==> config.mk <==
export PLATFORM = sky130hd
export DESIGN_NAME = joy_db15_tx_flat
export DESIGN_NICKNAME = d
export VERILOG_FILES = /design/src/rtl/joy_db15_pkg.sv /design/src/rtl/joy_db15_tx_if.sv /design/src/rtl/joy_db15_tx_sync_edge.sv /design/src/rtl/joy_db15_tx.sv /design/src/flat_wrapper.sv
export SDC_FILE = /design/constraint.sdc
export NUM_CORES = 1
export LEC_CHECK = 0
export BUFFER_PORTS_ARGS = -buffer_cell sky130_fd_sc_hd__buf_4
export CAP_MARGIN = 30
export CORE_MARGIN = 8
export CORE_UTILIZATION = 47
export DETAILED_ROUTE_END_ITERATION = 7
export PLACE_DENSITY_LB_ADDON = 0.1
export SLEW_MARGIN = 20
export SYNTH_ARGS = -nofsm -noshare
export SYNTH_HDL_FRONTEND = slang
export SYNTH_HIERARCHICAL = 1
export SYNTH_SLANG_ARGS = --single-unit
==> constraint.sdc <==
create_clock -name clk -period 4.7 [get_ports clk]
set_clock_uncertainty 0.2 [all_clocks]
set_input_delay 0.47 -clock clk [delete_from_list [all_inputs] [get_ports clk]]
set_output_delay 0.47 -clock clk [all_outputs]
set_load 0.05 [all_outputs]
==> src/rtl/joy_db15_pkg.sv <==
// joy_db15_pkg: shared constants and state type for the SNAC DB15 device-side responder.
package joy_db15_pkg;
   localparam int JOY_NBITS = 12;
   localparam int JOY_FRAME = 2 * JOY_NBITS;
   typedef enum logic [1:0] {IDLE, LOAD, SHIFT, DONE} joy_tx_state_t;
endpackage

==> src/rtl/joy_db15_tx_if.sv <==
// joy_db15_tx_if: button vectors plus the DB15 reader lines seen by the device-side responder.
interface joy_db15_tx_if import joy_db15_pkg::*; #(
   parameter int NBITS = JOY_NBITS
);
   logic [NBITS-1:0] joystick1;
   logic [NBITS-1:0] joystick2;
   logic             joy_clk;
   logic             joy_load;
   logic             joy_data;
   logic             busy;
   logic             frame_done;
   modport master (output joystick1, joystick2, joy_clk, joy_load, input joy_data, busy, frame_done);
   modport slave  (input joystick1, joystick2, joy_clk, joy_load, output joy_data, busy, frame_done);
endinterface

==> src/rtl/joy_db15_tx_sync_edge.sv <==
// sync_edge: multi-flop synchroniser for an idle-high async line with rise/fall detect.
module sync_edge #(
   parameter int STAGES = 2
) (
   input  logic clk,
   input  logic reset,
   input  logic d,
   output logic q,
   output logic rise,
   output logic fall
);
   logic [STAGES-1:0] s;
   logic              q_d;
   always_ff @(posedge clk or posedge reset)
      if (reset) begin
         s   <= '1;
         q_d <= 1'b1;
      end else begin
         s   <= {s[STAGES-2:0], d};
         q_d <= s[STAGES-1];
      end
   assign q    = s[STAGES-1];
   assign rise = q & ~q_d;
   assign fall = ~q & q_d;
endmodule

==> src/rtl/joy_db15_tx.sv <==
// joy_db15_tx: emulates the DB15 parallel-in/serial-out chain polled by the joy_db15 reader.
// Snapshots both players while load is low, then shifts one bit per reader clock rise.
module joy_db15_tx import joy_db15_pkg::*; #(
   parameter int NBITS       = JOY_NBITS,
   parameter int SYNC_STAGES = 2
) (
   input logic          clk,
   input logic          reset,
   joy_db15_tx_if.slave bus
);
   localparam int FRAME = 2 * NBITS;
   localparam int CW    = $clog2(FRAME + 1);
   localparam logic [CW-1:0] LAST = CW'(FRAME - 1);
   localparam logic [CW-1:0] FULL = CW'(FRAME);
   joy_tx_state_t    state, state_n;
   logic [FRAME-1:0] shreg, shreg_n;
   logic [CW-1:0]    bit_cnt, bit_cnt_n;
   logic             clk_q, clk_rise, clk_fall;
   logic             load_q, load_rise, load_fall;
   logic             data_r, done_r, done_n, shift;
   sync_edge #(.STAGES(SYNC_STAGES)) u_clk_sync (
      .clk(clk), .reset(reset), .d(bus.joy_clk), .q(clk_q), .rise(clk_rise), .fall(clk_fall)
   );
   sync_edge #(.STAGES(SYNC_STAGES)) u_load_sync (
      .clk(clk), .reset(reset), .d(bus.joy_load), .q(load_q), .rise(load_rise), .fall(load_fall)
   );
   // Load has priority over a coincident clock rise, so the snapshot is never shifted early.
   always_comb begin
      state_n   = state;
      shreg_n   = shreg;
      bit_cnt_n = bit_cnt;
      done_n    = 1'b0;
      shift     = clk_rise && (state == SHIFT || state == DONE);
      if (!load_q) begin
         state_n   = LOAD;
         shreg_n   = ~{bus.joystick2, bus.joystick1};
         bit_cnt_n = '0;
      end else begin
         if (state == LOAD) state_n = SHIFT;
         if (shift) begin
            shreg_n   = {1'b1, shreg[FRAME-1:1]};
            bit_cnt_n = (bit_cnt == FULL) ? bit_cnt : bit_cnt + 1'b1;
            if (state == SHIFT && bit_cnt == LAST) begin
               state_n = DONE;
               done_n  = 1'b1;
            end
         end
      end
   end
   // joy_data follows the next shift value so the pin moves with the shift register itself.
   always_ff @(posedge clk or posedge reset)
      if (reset) begin
         state   <= IDLE;
         shreg   <= '1;
         bit_cnt <= '0;
         data_r  <= 1'b1;
         done_r  <= 1'b0;
      end else begin
         state   <= state_n;
         shreg   <= shreg_n;
         bit_cnt <= bit_cnt_n;
         data_r  <= (state_n == IDLE) | shreg_n[0];
         done_r  <= done_n;
      end
   assign bus.joy_data   = data_r;
   assign bus.busy       = (state == SHIFT);
   assign bus.frame_done = done_r;
   assert property (@(posedge clk) disable iff (reset)
      !(clk_rise && clk_fall) && !(load_rise && load_fall) && (!clk_rise || clk_q) && (!load_rise || load_q));
endmodule

==> src/flat_wrapper.sv <==
// flat-port wrapper written by rule: the top's interface ports become plain ports
module joy_db15_tx_flat import joy_db15_pkg::*;
#(
   parameter int NBITS       = JOY_NBITS,
   parameter int SYNC_STAGES = 2
)
  (clk, reset, bus_joystick1, bus_joystick2, bus_joy_clk, bus_joy_load, bus_joy_data, bus_busy, bus_frame_done);
  joy_db15_tx_if #(.NBITS(NBITS)) bus_i ();
  input logic clk;
  input logic reset;
  input wire logic [$bits(bus_i.joystick1)-1:0] bus_joystick1;
  input wire logic [$bits(bus_i.joystick2)-1:0] bus_joystick2;
  input wire logic [$bits(bus_i.joy_clk)-1:0] bus_joy_clk;
  input wire logic [$bits(bus_i.joy_load)-1:0] bus_joy_load;
  output wire logic [$bits(bus_i.joy_data)-1:0] bus_joy_data;
  output wire logic [$bits(bus_i.busy)-1:0] bus_busy;
  output wire logic [$bits(bus_i.frame_done)-1:0] bus_frame_done;
  assign bus_i.joystick1 = bus_joystick1;
  assign bus_i.joystick2 = bus_joystick2;
  assign bus_i.joy_clk = bus_joy_clk;
  assign bus_i.joy_load = bus_joy_load;
  assign bus_joy_data = bus_i.joy_data;
  assign bus_busy = bus_i.busy;
  assign bus_frame_done = bus_i.frame_done;
  joy_db15_tx #(.NBITS(NBITS), .SYNC_STAGES(SYNC_STAGES)) u_core (.clk(clk), .reset(reset), .bus(bus_i));
endmodule
# Yosys cells after proc, flatten, opt, wreduce, memory -nomap -nowiden
# Cells that the tools add are included.
[word_totals]
regBits = 38
latchBits = 0
mem_bits_rw = 0
rom_bits = 0
out_inout_bits = 3
n_memories = 0
[classes]
add_sub_neg = 1
mul = 0
n_div = 0
magnitude_cmp = 0
n_eq_ne = 7
shifts = 0
muxes = 12
bitwise_logic = 4
n_reduce_logical = 5
[op_table]
columns = ["cell", "count"]
rows = [
  ["$mux 24", 2],
  ["$not 24->24", 1],
  ["$mux 5", 3],
  ["$eq 5x5->1 const B", 2],
  ["$mux 2", 4],
  ["$add 5x1->5 const B", 1],
  ["$eq 2x2->1 const B", 2],
  ["$mux 1", 3],
  ["$eq 2x1->1 const B", 1],
  ["$logic_and 1x1->1", 2],
  ["$logic_not 2->1", 1],
  ["$ne 2x1->1 const B", 1],
  ["$ne 2x2->1 const B", 1],
  ["$reduce_and 2->1", 1],
  ["$and 1x1->1", 1],
  ["$logic_or 1x1->1", 1],
  ["$not 1->1", 1],
  ["$or 1x1->1", 1],
]

# Logic depth before layout (Yosys ltp)
# Gate-level depths: netlist (run 1).
[depth]
word_depth = 7
mapped_depth = 6
depth_no_buf = 5

# Modules after synthesis
# Netlist (run 1), hierarchy kept.
[by_module_without_submodules]
columns = ["mod", "n_inst", "cells_each", "area_each_um2"]
rows = [
  ["joy_db15_tx", 1, 127, 1614.0],
  ["sync_edge", 2, 6, 97.6],
]

# Worst setup path before layout (run 1)
# No wires, ideal clock.
[synth_path]
path_kind = "reg-to-output"
from = "register u_core.state[1]"
to = "output port bus_busy"
arrival_time_ns = 1.154
required_ns = 4.030
path_slack_ns = 2.876
stages_incl_launch_ff = 4
path_buffers = 1
cell_sequence = "dfrtp_1 buf_4 inv_1 nor2_1"
[synth_between]
elab_chain_len = 1
[synth_rtl]
columns = ["element", "line_no", "rtl"]
rows = [
  ["start: declaration", "joy_db15_tx.sv:15", "joy_tx_state_t state, state_n;"],
  ["start signal: assignment", "joy_db15_tx.sv:59", "state <= state_n;"],
  ["$eq 2x2->1", "joy_db15_tx.sv:66", "assign bus.busy = (state == SHIFT);"],
  ["end: declaration", "flat_wrapper.sv:16", "output wire logic [$bits(bus_i.busy)-1:0] bus_busy;"],
]
# Every way passes these cells.

# Worst setup path in the final report (run 1)
[layout_path]
from = "register u_core.u_clk_sync.s[1]"
to = "register u_core.bit_cnt[1]"
[layout_between]
elab_chain_len = 4
[layout_rtl]
columns = ["element", "line_no", "rtl"]
rows = [
  ["start: declaration", "joy_db15_tx_sync_edge.sv:12", "logic [STAGES-1:0] s;"],
  ["start signal: assignment", "joy_db15_tx_sync_edge.sv:19", "s <= {s[STAGES-2:0], d};"],
  ["$and 1x1->1", "joy_db15_tx_sync_edge.sv:23", "assign rise = q & ~q_d;"],
  ["via u_core.clk_rise", "joy_db15_tx.sv:18", "logic clk_q, clk_rise, clk_fall;"],
  ["$logic_and 1x1->1", "joy_db15_tx.sv:33", "shift = clk_rise && (state == SHIFT || state == DONE);"],
  ["$ne 2x1->1 (no line)", "--", ""],
  ["$reduce_and 2->1 (no line)", "--", ""],
  ["end signal: assignment", "joy_db15_tx.sv:61", "bit_cnt <= bit_cnt_n;"],
  ["end: declaration", "joy_db15_tx.sv:17", "logic [CW-1:0] bit_cnt, bit_cnt_n;"],
]
# The timed path passes the listed nets, and every way through them passes these cells.
# A chain may end at the register's enable or synchronous reset.

==> impl_metrics.env, run 1 <==
export IMPL_syn_inst=135
export IMPL_routabilityCongestion=0.706
export IMPL_syn_nets=165
export IMPL_wl_per_cell_um=14.5
export IMPL_slew_headroom_pct=39.3
export IMPL_rrSetupSlack_ns=2.30
export IMPL_peakVddDrop_uv=190
export IMPL_via_count=1076
export IMPL_grt_pass1_wl_um=5480
export IMPL_r2r_start="u_core/u_clk_sync/s[1]$_DFF_PP1_"
export IMPL_r2r_end="u_core/bit_cnt[1]$_DFFE_PP0P_"
export IMPL_cts_tree="done"
export IMPL_wl_um=3110
export IMPL_final_area_um2=2110
export IMPL_nets=196
export IMPL_start_kind="register"
export IMPL_cp_arrival_ns=2.41
export IMPL_worstSetupPathType="reg2reg"
export IMPL_timing_final_crit_share_pct=51.1
export IMPL_cts_root_buf="clkbuf_8"
export IMPL_hold_path_class="in2async"
export IMPL_end_kind="register"
export IMPL_grt_pass1_vias=1204
export IMPL_drt_first_pass_iters=4
export IMPL_setup_violations=0
export IMPL_yosys_warnings=6
export IMPL_syn_cell_area_um2=1760
export IMPL_dp_hpwl_um=2190
export IMPL_fp_row_count=22
export IMPL_cts_sinks=38
export IMPL_cts_buffers=5
export IMPL_dieArea_um2=5960
export IMPL_io_pin_count=31
export IMPL_power_density_nw_per_um2=352
export IMPL_grt_usage_pct=11.5
export IMPL_core_um2=3630
export IMPL_layout_drive_gt1_share_pct=42.5
export IMPL_avgSynthCellArea_um2=13.0
export IMPL_drc=0
export IMPL_path_max_fanout=17
export IMPL_setup_tns_final_ns=0
export IMPL_post_dp_cell_area_um2=2000
export IMPL_antenna_found_initial=0
export IMPL_drtIter0Drc=35
export IMPL_antenna_left=0
export IMPL_fin_hold_ws_ns=0.0342
export IMPL_diodes=0
export IMPL_crit_required_ns=4.71
export IMPL_status="complete, no violations"
export IMPL_start_util_pct=48.4
export IMPL_die_h_um=77.2
export IMPL_total_power_mw=0.744
export IMPL_ctsHoldBuffers=0
export IMPL_rsz0062_at_grt="no"
export IMPL_p_leak_nw=1.00
export IMPL_fin_crit_ns=2.40
export IMPL_cts_clk_slew_worst_paths_ns=0.07
export IMPL_vias_per_cell=5.00
export IMPL_cts_htree_levels=2
export IMPL_worst_slew_pin_slew_ns=0.910
export IMPL_fmax_ghz=0.416
export IMPL_n_fill_cell=324
export IMPL_drv_cap=0
export IMPL_die_w_um=77.2
export IMPL_cts_resized=0
export IMPL_portBuffers=30
export IMPL_area_growth_pct=20.1
export IMPL_clk_latency_ns=0.29
export IMPL_post_cts_buffers=0
export IMPL_overflow=0
export IMPL_clockBufferDepth=2
export IMPL_grt_max_degree=40
export IMPL_hold_viol_final=0
export IMPL_slew_violations=0
export IMPL_r2r_cells=4
## report_power, final
group	internal, mW	switching, mW
registers	0.378	0.0235
clock network	0.148	0.106
logic	0.0487	0.0396
total	0.575	0.170
## per-layer routing
| metal | share of wire, % | up-vias | GRT usage (%) |
|---|---|---|---|
| li1 | - | 526 | - |
| met2 | 48 | 26 | 18.4 |
| met4 | 1.8 | 0 | 4.91 |
| met3 | 4.7 | 5 | 5.24 |
| met1 | 45 | 519 | 12.7 |
| met5 | 0 | - | 0 |
## layout make-up
cell class | instances | area (um^2) | area share [%]
tap | 48 | 60.1 | 2.84
clock buffer | 8 | 110 | 5.21
multi-input combinational | 83 | 694 | 32.9
sequential | 38 | 988 | 46.8
timing repair buffer | 31 | 233 | 11.0
inverter | 7 | 26.3 | 1.24
## worst max-delay path by stage
stage	startpoint	endpoint	slack [ns]	depth (start not counted)
after floorplan	u_core/state[1]$_DFF_PP0_	bus_busy	2.88	3
after detailed placement	u_core/u_clk_sync/s[1]$_DFF_PP1_	u_core/bit_cnt[0]$_DFFE_PP0P_	2.34	4
after global placement	u_core/u_clk_sync/s[1]$_DFF_PP1_	u_core/bit_cnt[0]$_DFFE_PP0P_	2.41	4
final	u_core/u_clk_sync/s[1]$_DFF_PP1_	u_core/bit_cnt[1]$_DFFE_PP0P_	2.30	4
after CTS	u_core/u_clk_sync/s[1]$_DFF_PP1_	u_core/bit_cnt[1]$_DFFE_PP0P_	2.29	4
after global routing	u_core/u_clk_sync/s[1]$_DFF_PP1_	u_core/bit_cnt[1]$_DFFE_PP0P_	2.15	4
## stage by stage
stage	instances	utilization (%)	setup WS [ns]
2_1_floorplan	135	-	2.88
3_3_place_gp	207	55.1	2.41
3_5_place_dp	207	55.1	2.34
4_1_cts	215	58.1	2.29
5_1_grt	215	58.1	2.15
6_report	215	58.1	2.30
## layout by cell type, fill, tap and decap left out
| cell | instances |
|---|---|
| a21o_1 | 1 |
| nand4_1 | 2 |
| nand2b_1 | 2 |
| and3_1 | 1 |
| nand3_1 | 2 |
| o21a_1 | 1 |
| a31oi_1 | 1 |
| a21bo_2 | 1 |
| and2_1 | 1 |
| ha_1 | 2 |
| clkbuf_8 | 8 |
| nand2_2 | 1 |
| nor2_1 | 4 |
| buf_4 | 31 |
| mux2i_1 | 49 |
| inv_1 | 7 |
| a21oi_1 | 1 |
| nor2b_1 | 3 |
| nor3b_1 | 2 |
| dfrtp_1 | 8 |
| dfstp_2 | 30 |
| nand2_1 | 7 |
| o21ai_0 | 1 |
| a2bb2oi_1 | 1 |
## state kept, by name, indices dropped and copies added (netlist names)
register,count
u_core/state,2
u_core/shreg,24
u_core/bus.frame_done,1
u_core/u_clk_sync/q_d,1
u_core/u_load_sync/s,2
u_core/bit_cnt,5
u_core/u_clk_sync/s,2
u_core/bus.joy_data,1
## worst max-delay path, stage by stage, from the launching register on
cell     delay [ns]
dfstp_2        0.53
nor2b_1        0.32
and2_1         0.78
o21a_1         0.29
mux2i_1        0.21
Power figures use the tool's default switching activity.
==> inputs of run 2 (changes only) <==
--- a/config.mk
+++ b/config.mk
@@ -5,6 +5,7 @@
 export SDC_FILE = /design/constraint.sdc
 export NUM_CORES = 1
 export LEC_CHECK = 0
+export ABC_AREA = 1
 export BUFFER_PORTS_ARGS = -buffer_cell sky130_fd_sc_hd__buf_4
 export CAP_MARGIN = 30
 export CORE_MARGIN = 8
==> constraint.sdc (replaced) <==
create_clock -name clk -period 2.1 [get_ports clk]
set_clock_uncertainty 0.2 [all_clocks]
set_input_delay 0.21 -clock clk [delete_from_list [all_inputs] [get_ports clk]]
set_output_delay 0.21 -clock clk [all_outputs]
set_load 0.05 [all_outputs]
==> run 2 against run 1 <==
Fmax rose by 35%. Cell area rose by 13%. Critical endpoint is now u_core/shreg[18]$_DFFE_PP1P_. Non-clock buffer count rose by 29. Worst setup slack worse by 2.0 ns. Largest power group unchanged. Final cell count is 32% higher. Synthesized area down 0.71%.
==> impl_metrics.env, run 2 <==
export IMPL_peakVddDrop_uv=483
export IMPL_clk_latency_ns=0.29
export IMPL_start_util_pct=48.4
export IMPL_drv_cap=0
export IMPL_syn_inst=178
export IMPL_cts_resized=0
export IMPL_wl_per_cell_um=13.0
export IMPL_setup_violations=0
export IMPL_pwr_share_clk_pct=39.5
export IMPL_r2r_cells=6
export IMPL_syn_nets=208
export IMPL_final_common_cell="nand2_1"
export IMPL_dp_hpwl_um=2300
export IMPL_slew_violations=0
export IMPL_post_cts_buffers=0
export IMPL_p_sw_share_pct=22.2
export IMPL_hold_path_class="reg2reg"
export IMPL_antenna_left=0
export IMPL_status="complete, no violations"
export IMPL_crit_required_ns=2.11
export IMPL_wl_um=3670
export IMPL_ctsHoldBuffers=27
export IMPL_die_h_um=77.0
export IMPL_post_dp_cell_area_um2=1990
export IMPL_timing_final_crit_share_pct=84.7
export IMPL_via_count=1412
export IMPL_routabilityCongestion=0.771
export IMPL_power_density_nw_per_um2=756
export IMPL_area_growth_pct=37.0
export IMPL_r2r_start="u_core/u_clk_sync/s[1]$_DFF_PP1_"
export IMPL_cts_clk_slew_worst_paths_ns=0.07
export IMPL_p_leak_nw=1.03
export IMPL_final_seq_area_um2=988
export IMPL_dieArea_um2=5920
export IMPL_p_sw_mw=0.401
export IMPL_clockBufferDepth=2
export IMPL_cts_tree="done"
export IMPL_drtIter0Drc=84
export IMPL_cts_buffers=5
export IMPL_setup_tns_final_ns=0
export IMPL_core_um2=3610
export IMPL_worstHoldEndpoint="u_core/u_load_sync/s[1]$_DFF_PP1_"
export IMPL_power_internal_mw=1.41
export IMPL_min_from="u_core/u_load_sync/s[0]$_DFF_PP1_"
export IMPL_rrSetupSlack_ns=0.32
export IMPL_grt_pass1_wl_um=6180
export IMPL_finalCoreUtilization_pct=66.4
export IMPL_rsz0062_at_grt="no"
export IMPL_portBuffers=30
export IMPL_worst_slew_pin_slew_ns=0.417
export IMPL_io_pin_count=31
export IMPL_cts_htree_levels=2
export IMPL_vias_per_cell=4.99
export IMPL_cp_cell_sequence="inv_1 -> nor2_1 -> nand2_4 -> nor2_8 -> nand2_1 -> o211ai_1"
export IMPL_cp_arrival_ns=1.79
export IMPL_hold_viol_final=0
export IMPL_worstSetupPathType="reg2reg"
export IMPL_path_max_fanout=27
export IMPL_cts_sinks=38
export IMPL_pwr_share_seq_pct=48.0
export IMPL_overflow=0
export IMPL_p_comb_share_pct=12.4
export IMPL_drc=0
export IMPL_grt_pass1_vias=1313
export IMPL_yosys_warnings=6
export IMPL_mostFrequentLayoutCells="nand2_1, buf_4, nand3_1, dfstp_2, dlygate4sd3_1"
export IMPL_hold_depth=0
export IMPL_layout_drive_gt1_share_pct=33.2
export IMPL_start_kind="register"
export IMPL_grt_usage_pct=12.9
export IMPL_end_kind="register"
export IMPL_fin_crit_ns=1.78
export IMPL_critPathSlowestCell="dfstp_2"
export IMPL_syn_cell_area_um2=1750
export IMPL_drt_first_pass_iters=4
export IMPL_fmax_ghz=0.562
export IMPL_diodes=0
export IMPL_largest_register_ffs=24
export IMPL_avgSynthCellArea_um2=9.81
export IMPL_cts_root_buf="clkbuf_8"
export IMPL_slew_headroom_pct=72.2
export IMPL_top_regs="u_core/shreg x24, u_core/bit_cnt x5"
export IMPL_final_area_um2=2390
export IMPL_nets=264
export IMPL_die_w_um=77.0
export IMPL_multiInputGateArea_um2=634
export IMPL_n_fill_cell=276
export IMPL_grt_max_degree=34
export IMPL_top_register="u_core/shreg"
export IMPL_r2r_end="u_core/shreg[18]$_DFFE_PP1P_"
export IMPL_antenna_found_initial=0
export IMPL_fp_row_count=22
export IMPL_max_stage_delay_ns=0.53
==> run 2: how the worst max path moves through the flow <==
stage	startpoint	endpoint
after global placement	u_core/u_clk_sync/s[1]$_DFF_PP1_	u_core/shreg[22]$_DFFE_PP1P_
after CTS	u_core/u_clk_sync/s[1]$_DFF_PP1_	u_core/shreg[22]$_DFFE_PP1P_
final	u_core/u_clk_sync/s[1]$_DFF_PP1_	u_core/shreg[18]$_DFFE_PP1P_
after detailed placement	u_core/u_clk_sync/s[1]$_DFF_PP1_	u_core/shreg[18]$_DFFE_PP1P_
after floorplan	u_core/state[1]$_DFF_PP0_	u_core/bus.frame_done$_DFF_PP0_
after global routing	u_core/u_clk_sync/s[1]$_DFF_PP1_	u_core/shreg[9]$_DFFE_PP1P_
==> run 2: worst max-delay path, delay by kind of cell, from the launching register on <==
family	cells	cell delay (ns)
AO/OA/AOI/OAI	1	0.11
AND/OR/NAND/NOR	4	0.83
buffers and inverters	1	0.03
flip-flops	1	0.53
==> run 2: power by group through the flow <==
stage	clock network, mW	logic [mW]	registers (mW)
after floorplan	0	0.119	0.876
after CTS	0.733	0.226	0.869
after global placement	0	0.180	0.879
after detailed placement	0	0.186	0.880
final	0.716	0.225	0.869
after global routing	0.761	0.250	0.877
==> run 2: metrics by stage <==
step           total power, mW  cells  setup WS [ns]  hold WS (ns)
3_5_place_dp              1.07    248          0.349        0.0643
3_3_place_gp              1.06    248          0.364        0.0611
4_1_cts                   1.83    283          0.345         0.159
2_1_floorplan            0.994    178          0.396       -0.0785
5_1_grt                   1.89    283          0.234         0.160
6_report                  1.81    283          0.320         0.158
==> run 2: routing by layer <==
layer / track usage, % / wire length, um / vias to the layer above
li1: - / - / 718
met1: 16.4 / 1740 / 661
met2: 19.1 / 1700 / 26
met3: 4.55 / 160 / 7
met4: 5.77 / 65 / 0
met5: 0 / 0 / -
==> run 2: area by class of cell <==
| class | instances | share of cell area (%) |
|---|---|---|
| Clock buffer | 7 | 4.50 |
| Clock inverter | 1 | 1.25 |
| Inverter | 14 | 2.30 |
| Multi-Input combinational cell | 115 | 26.5 |
| Sequential cell | 38 | 41.3 |
| Tap cell | 48 | 2.51 |
| Timing Repair Buffer | 60 | 21.6 |
